--- config.mk ---
export PLATFORM = sky130hd
export DESIGN_NAME = alu_arbiter_flat
export DESIGN_NICKNAME = d
export VERILOG_FILES = /design/src/rtl/alu_pkg.sv /design/src/rtl/alu_arbiter_if.sv /design/src/rtl/alu_arbiter_alu.sv /design/src/rtl/alu_arbiter.sv /design/src/flat_wrapper.sv
export SDC_FILE = /design/constraint.sdc
export NUM_CORES = 1
export LEC_CHECK = 0
export CAP_MARGIN = 25
export CORE_AREA = 2 2 192 194
export CTS_BUF_LIST = sky130_fd_sc_hd__clkbuf_2 sky130_fd_sc_hd__clkbuf_4 sky130_fd_sc_hd__clkbuf_8
export CTS_CLUSTER_DIAMETER = 40
export DETAILED_ROUTE_END_ITERATION = 8
export DIE_AREA = 0 0 194 196
export GPL_TIMING_DRIVEN = 0
export PLACE_DENSITY_LB_ADDON = 0.12
export SYNTH_ARGS = -nofsm -noshare
export SYNTH_HDL_FRONTEND = slang
export SYNTH_SLANG_ARGS = --single-unit
--- constraint.sdc ---
create_clock -name clk -period 11.2 [get_ports clk]
set_input_delay 1.12 -clock clk [delete_from_list [all_inputs] [get_ports clk]]
set_output_delay 1.12 -clock clk [all_outputs]
set_load 0.02 [all_outputs]
--- src/rtl/alu_pkg.sv ---
// Shared definitions for the ALU and the ALU arbiter: op codes and arbiter FSM states.
package alu_pkg;

  localparam logic [2:0] ALU_ADD = 3'b000;
  localparam logic [2:0] ALU_SUB = 3'b001;
  localparam logic [2:0] ALU_SRA = 3'b010;
  localparam logic [2:0] ALU_SLL = 3'b011;
  localparam logic [2:0] ALU_SRL = 3'b100;
  localparam logic [2:0] ALU_AND = 3'b101;
  localparam logic [2:0] ALU_XOR = 3'b110;

  typedef enum logic [1:0] {
    ARB_IDLE = 2'd0,
    ARB_EXEC = 2'd1,
    ARB_RESP = 2'd2
  } arb_state_t;

endpackage

--- src/rtl/alu_arbiter_if.sv ---
// Request/response bundle between the requesters (master) and the ALU arbiter (slave).
interface alu_arbiter_if #(
  parameter int NREQ  = 2,
  parameter int WIDTH = 32
);

  logic [NREQ-1:0]       req_valid;
  logic [NREQ-1:0]       req_ready;
  logic [NREQ*WIDTH-1:0] req_a;
  logic [NREQ*WIDTH-1:0] req_b;
  logic [NREQ*3-1:0]     req_op;
  logic [NREQ-1:0]       resp_valid;
  logic [NREQ-1:0]       resp_ready;
  logic [WIDTH-1:0]      resp_result;
  logic                  resp_zero;

  modport master (
    output req_valid, req_a, req_b, req_op, resp_ready,
    input  req_ready, resp_valid, resp_result, resp_zero
  );

  modport slave (
    input  req_valid, req_a, req_b, req_op, resp_ready,
    output req_ready, resp_valid, resp_result, resp_zero
  );

endinterface

--- src/rtl/alu_arbiter_alu.sv ---
// Combinational ALU; codes 000 and 111 both add.
module ALU
  import alu_pkg::*;
#(
  parameter int WIDTH = 32
) (
  input  logic [WIDTH-1:0] a,
  input  logic [WIDTH-1:0] b,
  input  logic [2:0]       alu_control,
  output logic [WIDTH-1:0] result,
  output logic             zero
);

  always_comb begin
    result = a + b;
    case (alu_control)
      ALU_ADD: result = a + b;
      ALU_SUB: result = a - b;
      ALU_SRA: result = $signed(a) >>> b;
      ALU_SLL: result = a << b;
      ALU_SRL: result = a >> b;
      ALU_AND: result = a & b;
      ALU_XOR: result = a ^ b;
      default: result = a + b;
    endcase
  end

  assign zero = (result == '0);

endmodule

--- src/rtl/alu_arbiter.sv ---
// Round-robin arbiter sharing one ALU between NREQ requesters, one operation at a time
// through IDLE -> EXEC -> RESP, with all operands and results registered here.
module alu_arbiter
  import alu_pkg::*;
#(
  parameter int NREQ  = 2,
  parameter int WIDTH = 32
) (
  input  logic          clk,
  input  logic          rst_n,
  alu_arbiter_if.slave  bus,
  output logic          busy
);

  localparam int PTR_W = (NREQ > 2) ? $clog2(NREQ) : 1;

  arb_state_t        state, state_next;
  logic [PTR_W-1:0]  rr_ptr, gnt_id, pick_id, next_ptr;
  logic              pick_found;
  logic [PTR_W:0]    pick;
  logic [WIDTH-1:0]  a_q, b_q, sel_a, sel_b, alu_result, result_q;
  logic [2:0]        op_q, sel_op;
  logic              alu_zero, zero_q;
  logic [NREQ-1:0]   req_ready_c, resp_valid_c;

  // Scanning from the far end lets the requester nearest rr_ptr overwrite the rest.
  function automatic logic [PTR_W:0] rr_pick(input logic [NREQ-1:0] valid,
                                             input logic [PTR_W-1:0] ptr);
    logic [PTR_W:0] found;
    int idx;
    found = '0;
    for (int k = NREQ - 1; k >= 0; k--) begin
      idx = (int'(ptr) + k) % NREQ;
      if (valid[idx]) found = {1'b1, PTR_W'(idx)};
    end
    return found;
  endfunction

  always_comb begin
    pick       = rr_pick(bus.req_valid, rr_ptr);
    pick_found = pick[PTR_W];
    pick_id    = pick[PTR_W-1:0];
    sel_a      = bus.req_a[int'(pick_id)*WIDTH +: WIDTH];
    sel_b      = bus.req_b[int'(pick_id)*WIDTH +: WIDTH];
    sel_op     = bus.req_op[int'(pick_id)*3 +: 3];
    next_ptr   = PTR_W'((int'(gnt_id) + 1) % NREQ);
  end

  always_comb begin
    state_next   = state;
    req_ready_c  = '0;
    resp_valid_c = '0;
    case (state)
      ARB_IDLE: begin
        if (pick_found) begin
          req_ready_c[pick_id] = 1'b1;
          state_next           = ARB_EXEC;
        end
      end
      ARB_EXEC: state_next = ARB_RESP;
      ARB_RESP: begin
        resp_valid_c[gnt_id] = 1'b1;
        if (bus.resp_ready[gnt_id]) state_next = ARB_IDLE;
      end
      default: state_next = ARB_IDLE;
    endcase
  end

  always_ff @(posedge clk or negedge rst_n) begin
    if (!rst_n) state <= ARB_IDLE;
    else        state <= state_next;
  end

  // The pointer moves only on a completed response, so an accept alone never rotates priority.
  always_ff @(posedge clk or negedge rst_n) begin
    if (!rst_n) begin
      a_q      <= '0;
      b_q      <= '0;
      op_q     <= '0;
      gnt_id   <= '0;
      rr_ptr   <= '0;
      result_q <= '0;
      zero_q   <= 1'b0;
    end else begin
      if (state == ARB_IDLE && pick_found) begin
        a_q    <= sel_a;
        b_q    <= sel_b;
        op_q   <= sel_op;
        gnt_id <= pick_id;
      end
      if (state == ARB_EXEC) begin
        result_q <= alu_result;
        zero_q   <= alu_zero;
      end
      if (state == ARB_RESP && bus.resp_ready[gnt_id]) rr_ptr <= next_ptr;
    end
  end

  ALU #(.WIDTH(WIDTH)) u_alu (
    .a           (a_q),
    .b           (b_q),
    .alu_control (op_q),
    .result      (alu_result),
    .zero        (alu_zero)
  );

  assign bus.req_ready   = req_ready_c;
  assign bus.resp_valid  = resp_valid_c;
  assign bus.resp_result = result_q;
  assign bus.resp_zero   = zero_q;
  assign busy            = (state != ARB_IDLE);

endmodule

--- src/flat_wrapper.sv ---
// flat-port wrapper written by rule: the top's interface ports become plain ports
module alu_arbiter_flat import alu_pkg::*;
#(
  parameter int NREQ  = 2,
  parameter int WIDTH = 32
)
  (clk, rst_n, busy, bus_req_valid, bus_req_a, bus_req_b, bus_req_op, bus_resp_ready, bus_req_ready, bus_resp_valid, bus_resp_result, bus_resp_zero);
  alu_arbiter_if #(.NREQ(NREQ), .WIDTH(WIDTH)) bus_i ();
  input  logic clk;
  input  logic rst_n;
  output logic busy;
  input wire logic [$bits(bus_i.req_valid)-1:0] bus_req_valid;
  input wire logic [$bits(bus_i.req_a)-1:0] bus_req_a;
  input wire logic [$bits(bus_i.req_b)-1:0] bus_req_b;
  input wire logic [$bits(bus_i.req_op)-1:0] bus_req_op;
  input wire logic [$bits(bus_i.resp_ready)-1:0] bus_resp_ready;
  output wire logic [$bits(bus_i.req_ready)-1:0] bus_req_ready;
  output wire logic [$bits(bus_i.resp_valid)-1:0] bus_resp_valid;
  output wire logic [$bits(bus_i.resp_result)-1:0] bus_resp_result;
  output wire logic [$bits(bus_i.resp_zero)-1:0] bus_resp_zero;
  assign bus_i.req_valid = bus_req_valid;
  assign bus_i.req_a = bus_req_a;
  assign bus_i.req_b = bus_req_b;
  assign bus_i.req_op = bus_req_op;
  assign bus_i.resp_ready = bus_resp_ready;
  assign bus_req_ready = bus_i.req_ready;
  assign bus_resp_valid = bus_i.resp_valid;
  assign bus_resp_result = bus_i.resp_result;
  assign bus_resp_zero = bus_i.resp_zero;
  alu_arbiter #(.NREQ(NREQ), .WIDTH(WIDTH)) u_core (.clk(clk), .rst_n(rst_n), .bus(bus_i), .busy(busy));
endmodule
== After elaboration in Yosys (flattened, before gate mapping) ==
Index checks and enable logic that the tools add are counted.

* Add/sub/neg operators: 4
* Multipliers: 1
* Order comparisons: 6
* Eq/ne operators: 10
* Shifts and indexed selects: 6
* Multiplexer cells: 20
* Bitwise operators: 3
* Reductions and logical operators: 8

{| class="wikitable"
|+ Operator list
! cell !! count
|-
| case mux 32 bit (6 select lines) || 1
|-
| indexed part select 64 x 7 -> 32 bit || 2
|-
| adder 32 bit || 1
|-
| AND 32 bit || 1
|-
| logical NOT 32 bit || 1
|-
| indexed part select 6 x 32 -> 3 bit || 1
|-
| left shift 32 x 32 -> 32 bit || 1
|-
| right shift 32 x 32 -> 32 bit || 1
|-
| >>> shifter 32 x 32 -> 32 bit || 1
|-
| subtractor 32 bit || 1
|-
| XOR 32 bit || 1
|-
| two-way mux 2 bit || 7
|-
| == test 3 bit, second input constant || 3
|-
| two-way mux 1 bit || 9
|-
| == test 3 x 2 -> 1 bit, second input constant || 2
|-
| less-than comparator 1 x 2 -> 1 bit, second input constant || 3
|-
| case mux 2 bit (3 select lines) || 1
|-
| logical AND 1 bit || 4
|-
| != test 2 x 1 -> 1 bit, second input constant || 2
|-
| == test 3 x 1 -> 1 bit, second input constant || 1
|-
| less-than comparator 2 x 3 -> 1 bit, second input constant || 1
|-
| multiplier 1 x 2 -> 3 bit, second input constant || 1
|-
| adder 1 bit, second input constant || 2
|-
| demux 1 bit (select 1 bit) || 2
|-
| 7 further kinds || 8
|}

* Register bits: 104
* Input bits: 140
* Output and inout port bits: 38
* Logic and storage cells: 66

== Depth between registers and ports, before layout ==
* Depth in word-level cells: 13
* Depth in mapped cells: 25
* Gate-level depth less buffers: 21

== Modules after synthesis ==
From an unflattened synthesis, not the netlist that was laid out.

* Cells, all modules: 1582
* Area, all modules: 13400.4 µm²

{| class="wikitable"
|+ Modules (own cells, without submodules)
! module !! times used !! cells each !! area each (µm²) !! seq. area each (µm²)
|-
| ALU || 1 || 1221 || 8805.9 || 0.0
|-
| alu_arbiter || 1 || 361 || 4594.4 || 2602.5
|}

== Worst setup path after synthesis ==
No wires, ideal clock.

* Path type: flip-flop to flip-flop
* From: reg u_core.b_q[1]
* To: reg u_core.zero_q, in the netlist u_core.bus.resp_zero
* Setup time: 0.092 ns
* Data arrival time: 4.980 ns
* Data required time: 11.108 ns
* Setup slack: 6.129 ns
* Cell stages (with the launch flop): 22
* Buffers on the path: 4
* Clock period less this slack: 5.071 ns
* Cells stage by stage: dfrtp_1 buf_2 inv_2 buf_1 clkbuf_1 ha_1 and3_1 and2_1 a21oi_1 xnor2_1 ha_1 clkbuf_1 a21oi_1 o21ai_0 nor4_2 a211oi_1 o31ai_1 mux2i_1 a211o_1 nor4b_1 nand3_1 o31ai_2

* Longest elaborated chain between the ends: 3
* Elaborated cells between the ends (all ways): 9
* Those cells by class: add/sub: 2; shift: 3; mux: 1; bitwise: 2; reduce/logical: 1

{| class="wikitable"
|+ RTL lines
! item !! line !! RTL
|-
| start: declaration || alu_arbiter.sv:21 || <nowiki>logic [WIDTH-1:0] a_q, b_q, sel_a, sel_b, alu_result, result_q;</nowiki>
|-
| start signal: assignment || alu_arbiter.sv:87 || <nowiki>b_q <= sel_b;</nowiki>
|-
| adder 32 bit (tied with other cells) || - ||
|-
| case mux 32 bit (6 select lines) * || alu_arbiter_alu.sv:16 || <nowiki>case (alu_control)</nowiki>
|-
| logical NOT 32 bit * || alu_arbiter_alu.sv:28 || <nowiki>assign zero = (result == '0);</nowiki>
|-
| end signal: assignment || alu_arbiter.sv:93 || <nowiki>zero_q <= alu_zero;</nowiki>
|-
| end: declaration || alu_arbiter.sv:23 || <nowiki>logic alu_zero, zero_q;</nowiki>
|}

Every way passes the cells marked *; elsewhere a longest branch is shown, timed or not.
A chain may end at the register's enable or synchronous reset.

== Worst setup path in the final report ==
* From: reg u_core.b_q[3]
* To: reg u_core.zero_q, in the netlist u_core.bus.resp_zero

Same word-level chain as after synthesis.

==> results.toml <==
[outcome]
status = "finished with violations"
violations = "DRC"

[timing]
fin_crit_sh_pct = 66.75
slew_violations = 0
finalHoldViolations = 0
finalCriticalPeriod_ns = 7.476
fin_tns_setup_ns = 0
rsz0062_at_grt = "no"
tightest_slew_ns = 1.264
maxSlewHeadroom_pct = 15.73
finClkSkew_ns = 0.02369
setup_viol = 0
clock.fmax_mhz = 133.8

[synthesis]
syn_inst = 1569
ys_types = 86
synth_top_area_share_pct = 20.92
yosys_warnings = 0
async_flop_share_pct = 100.0
synth.area.top_cells = "dfrtp_1 21%, ha_1 6.4%, mux2i_1 6.2%"
ys_seq_elements = 104
syn_area_um2 = 12440
syn_area_per_cell_um2 = 7.927
synth_area_leader_cell = "dfrtp_1"
seq_area_frac_synth_pct = 20.92
synth_nets = 1774
synth_edf_count = 0
synth_ff_type = "dfrtp_1"

[finish]
final_cell_mix = "180 x nand2_1, 176 x clkdlybuf4s50_1, 114 x nor2_1"
multiInputGateArea_um2 = 9041
drive_gt1_share_pct = 7.731
layout_commonest_cell = "nand2_1"
syn2layout_area_growth_pct = 21.27
final_nets = 1972
register_area_um2 = 2603
fill_cells = 3756

[hold_path]
holdPathStages = 2
hold_class = "flop to flop"
min_to = "u_core.bus.resp_result[17]"
hold_start = "u_core.bus.resp_result[17]"

[floorplan]
start_util_pct = 34.47
die_w_um = 194
core_area_um2 = 36080
row_count = 70
ioPinCount = 178
die_h_um = 196
dieArea_um2 = 38020

[setup_path]
reg2reg_depth = 17
crit_chain = "clkbuf_1 -> clkbuf_1 -> clkbuf_1 -> buf_1 -> clkbuf_1 -> xnor2_1 -> ha_1 -> o2111ai_1 -> a2111oi_1 -> nor4_2 -> nand2_1 -> a31oi_1 -> nor4_1 -> nand4_1 -> nor4_1 -> nand3_1 -> o31ai_2"
reg2reg_to = "u_core.bus.resp_zero"
path_delay_family = "buffers and inverters"
worstReg2RegStart = "u_core.b_q[3]"
arrival_ns = 7.84
max_stage_delay_ns = 0.89
crit_path_end_kind = "flop"
required_ns = 11.56
worstSetupPathType = "flop to flop"
critPathLaunchType = "flop"
cp_slowest_cell = "a2111oi_1"
path_max_fanout = 10
critPathBufInv = 5
r2r_slack_ns = 3.72
crit_top_cell = "clkbuf_1"

[routing]
drt_iter0_drc = 2143
routedWlPerCell_um = 33.46
drc_errors = 2
drt_wl_total_mm = 75.05
drtPass1Iterations = 9
vias_per_cell = 6.724
dr_total_vias = 15080
detail-route-antenna-nets = 0

[clock_network]
cts_buffer_depth = 2
clockRootBuffer = "clkbuf_8"
ctsResizeCount = 0
clk_pin_slew_ns = 0.11
htreeDepth = 3
cts_hold_buf = 0
cts_buffers = 9
cts_tree = "built"
clkLatencyLatePin_ns = 0.44
cts_sinks = 104
cts_setup_buffers = 0

[placement]
place.gp.congestion = 1.058
dpl.hpwl_mm = 60.43
io_buffers = 177

[global_routing]
grt_usage_pct = 38.83
antenna_found_initial = 4
grt_pass1_wl_mm = 106.5
grt_max_degree = 66
overflow = 0
first_global_vias = 14420

[flow_run]
maxCapViolCount = 0
cell type report:
cell class	instances	area share [%]
Antenna cell	3	0.04977
Buffer	119	3.111
Multi-Input combinational cell	1258	59.94
Sequential cell	104	17.25
Timing Repair Buffer	187	12.34
Clock buffer	9	0.8212
Tap cell	468	3.882
Inverter	88	2.190
Clock inverter	7	0.4148
metal layers:
metal | share of wire [%] | GRT usage [%]
met1 | 40 | 50.60
met2 | 42 | 57.36
met3 | 12 | 10.62
met4 | 7.2 | 23.20
met5 | 0.017 | 0
worst max path at each step:
stage / start / end / cells past startpoint
after CTS: u_core.b_q[3] / u_core.bus.resp_zero / 17
after global routing: u_core.b_q[3] / u_core.bus.resp_zero / 17
after floorplan: u_core.b_q[1] / u_core.bus.resp_zero / 21
after global placement: u_core.b_q[3] / u_core.bus.resp_zero / 17
after detailed placement: u_core.b_q[3] / u_core.bus.resp_zero / 17
final: u_core.b_q[3] / u_core.bus.resp_zero / 17
Yosys cell counts (all sizes together), types with 11 or more instances:
cell type    n
nor4        16
a211oi      19
nand3       34
o22ai       22
nand4       18
a21o        11
nand2      180
xor2        22
nor3        38
a21oi      113
clkbuf      91
o21ai      114
nor2       116
o31ai       17
a22oi       11
dfrtp      104
nand2b      13
a222oi      68
buf         28
a31oi       25
ha          64
o211ai      15
mux4        29
inv         87
xnor2       26
nor2b       13
mux2        40
mux2i       77
per-stage QoR:
stage	hold WS [ns]	instance area (um^2)	setup slack [ns]	std cells	utilization, %
after floorplan	0.4842	12440	6.129	1569	-
after global placement	0.4673	14800	4.062	2214	41.00
after detailed placement	0.4717	14880	4.158	2223	41.24
after CTS	0.4966	15070	4.117	2239	41.76
after global routing	0.5162	15080	3.539	2240	41.78
final	0.4902	15080	3.724	2243	41.80
logic make-up (layout without fill, tap and decap cells):
logic type / after synthesis / after routing / share of synthesized area, %
adders and majority gates: 65 / 65 / 6.599
xor gates and xnor gates: 48 / 48 / 3.440
AOI/OAI and AO/OA: 529 / 529 / 29.72
and+or+nand+nor: 470 / 470 / 17.83
DFF: 104 / 104 / 20.92
muxes: 146 / 146 / 15.07
buffers and inverters: 207 / 410 / 6.428
other: 0 / 3 / 0
flip-flops by register name, summed over array words and instances, names as in the netlist:
name,count
u_core.a_q,32
u_core.b_q,32
u_core.bus.resp_result,32
u_core.op_q,3
u_core.state,2
u_core.bus.resp_zero,1
u_core.gnt_id,1
u_core.rr_ptr,1
worst reg2reg max path: stages (launching register included):
cell,delay (ns)
dfrtp_1,0.39
clkbuf_1,0.37
clkbuf_1,0.52
clkbuf_1,0.65
buf_1,0.61
clkbuf_1,0.83
xnor2_1,0.22
ha_1,0.45
o2111ai_1,0.22
a2111oi_1,0.89
nor4_2,0.28
nand2_1,0.13
a31oi_1,0.19
nor4_1,0.69
nand4_1,0.18
nor4_1,0.42
nand3_1,0.19
o31ai_2,0.19
Power is not shown: default switching activity piles up to over one toggle a cycle in this logic, so the estimate is an artifact.
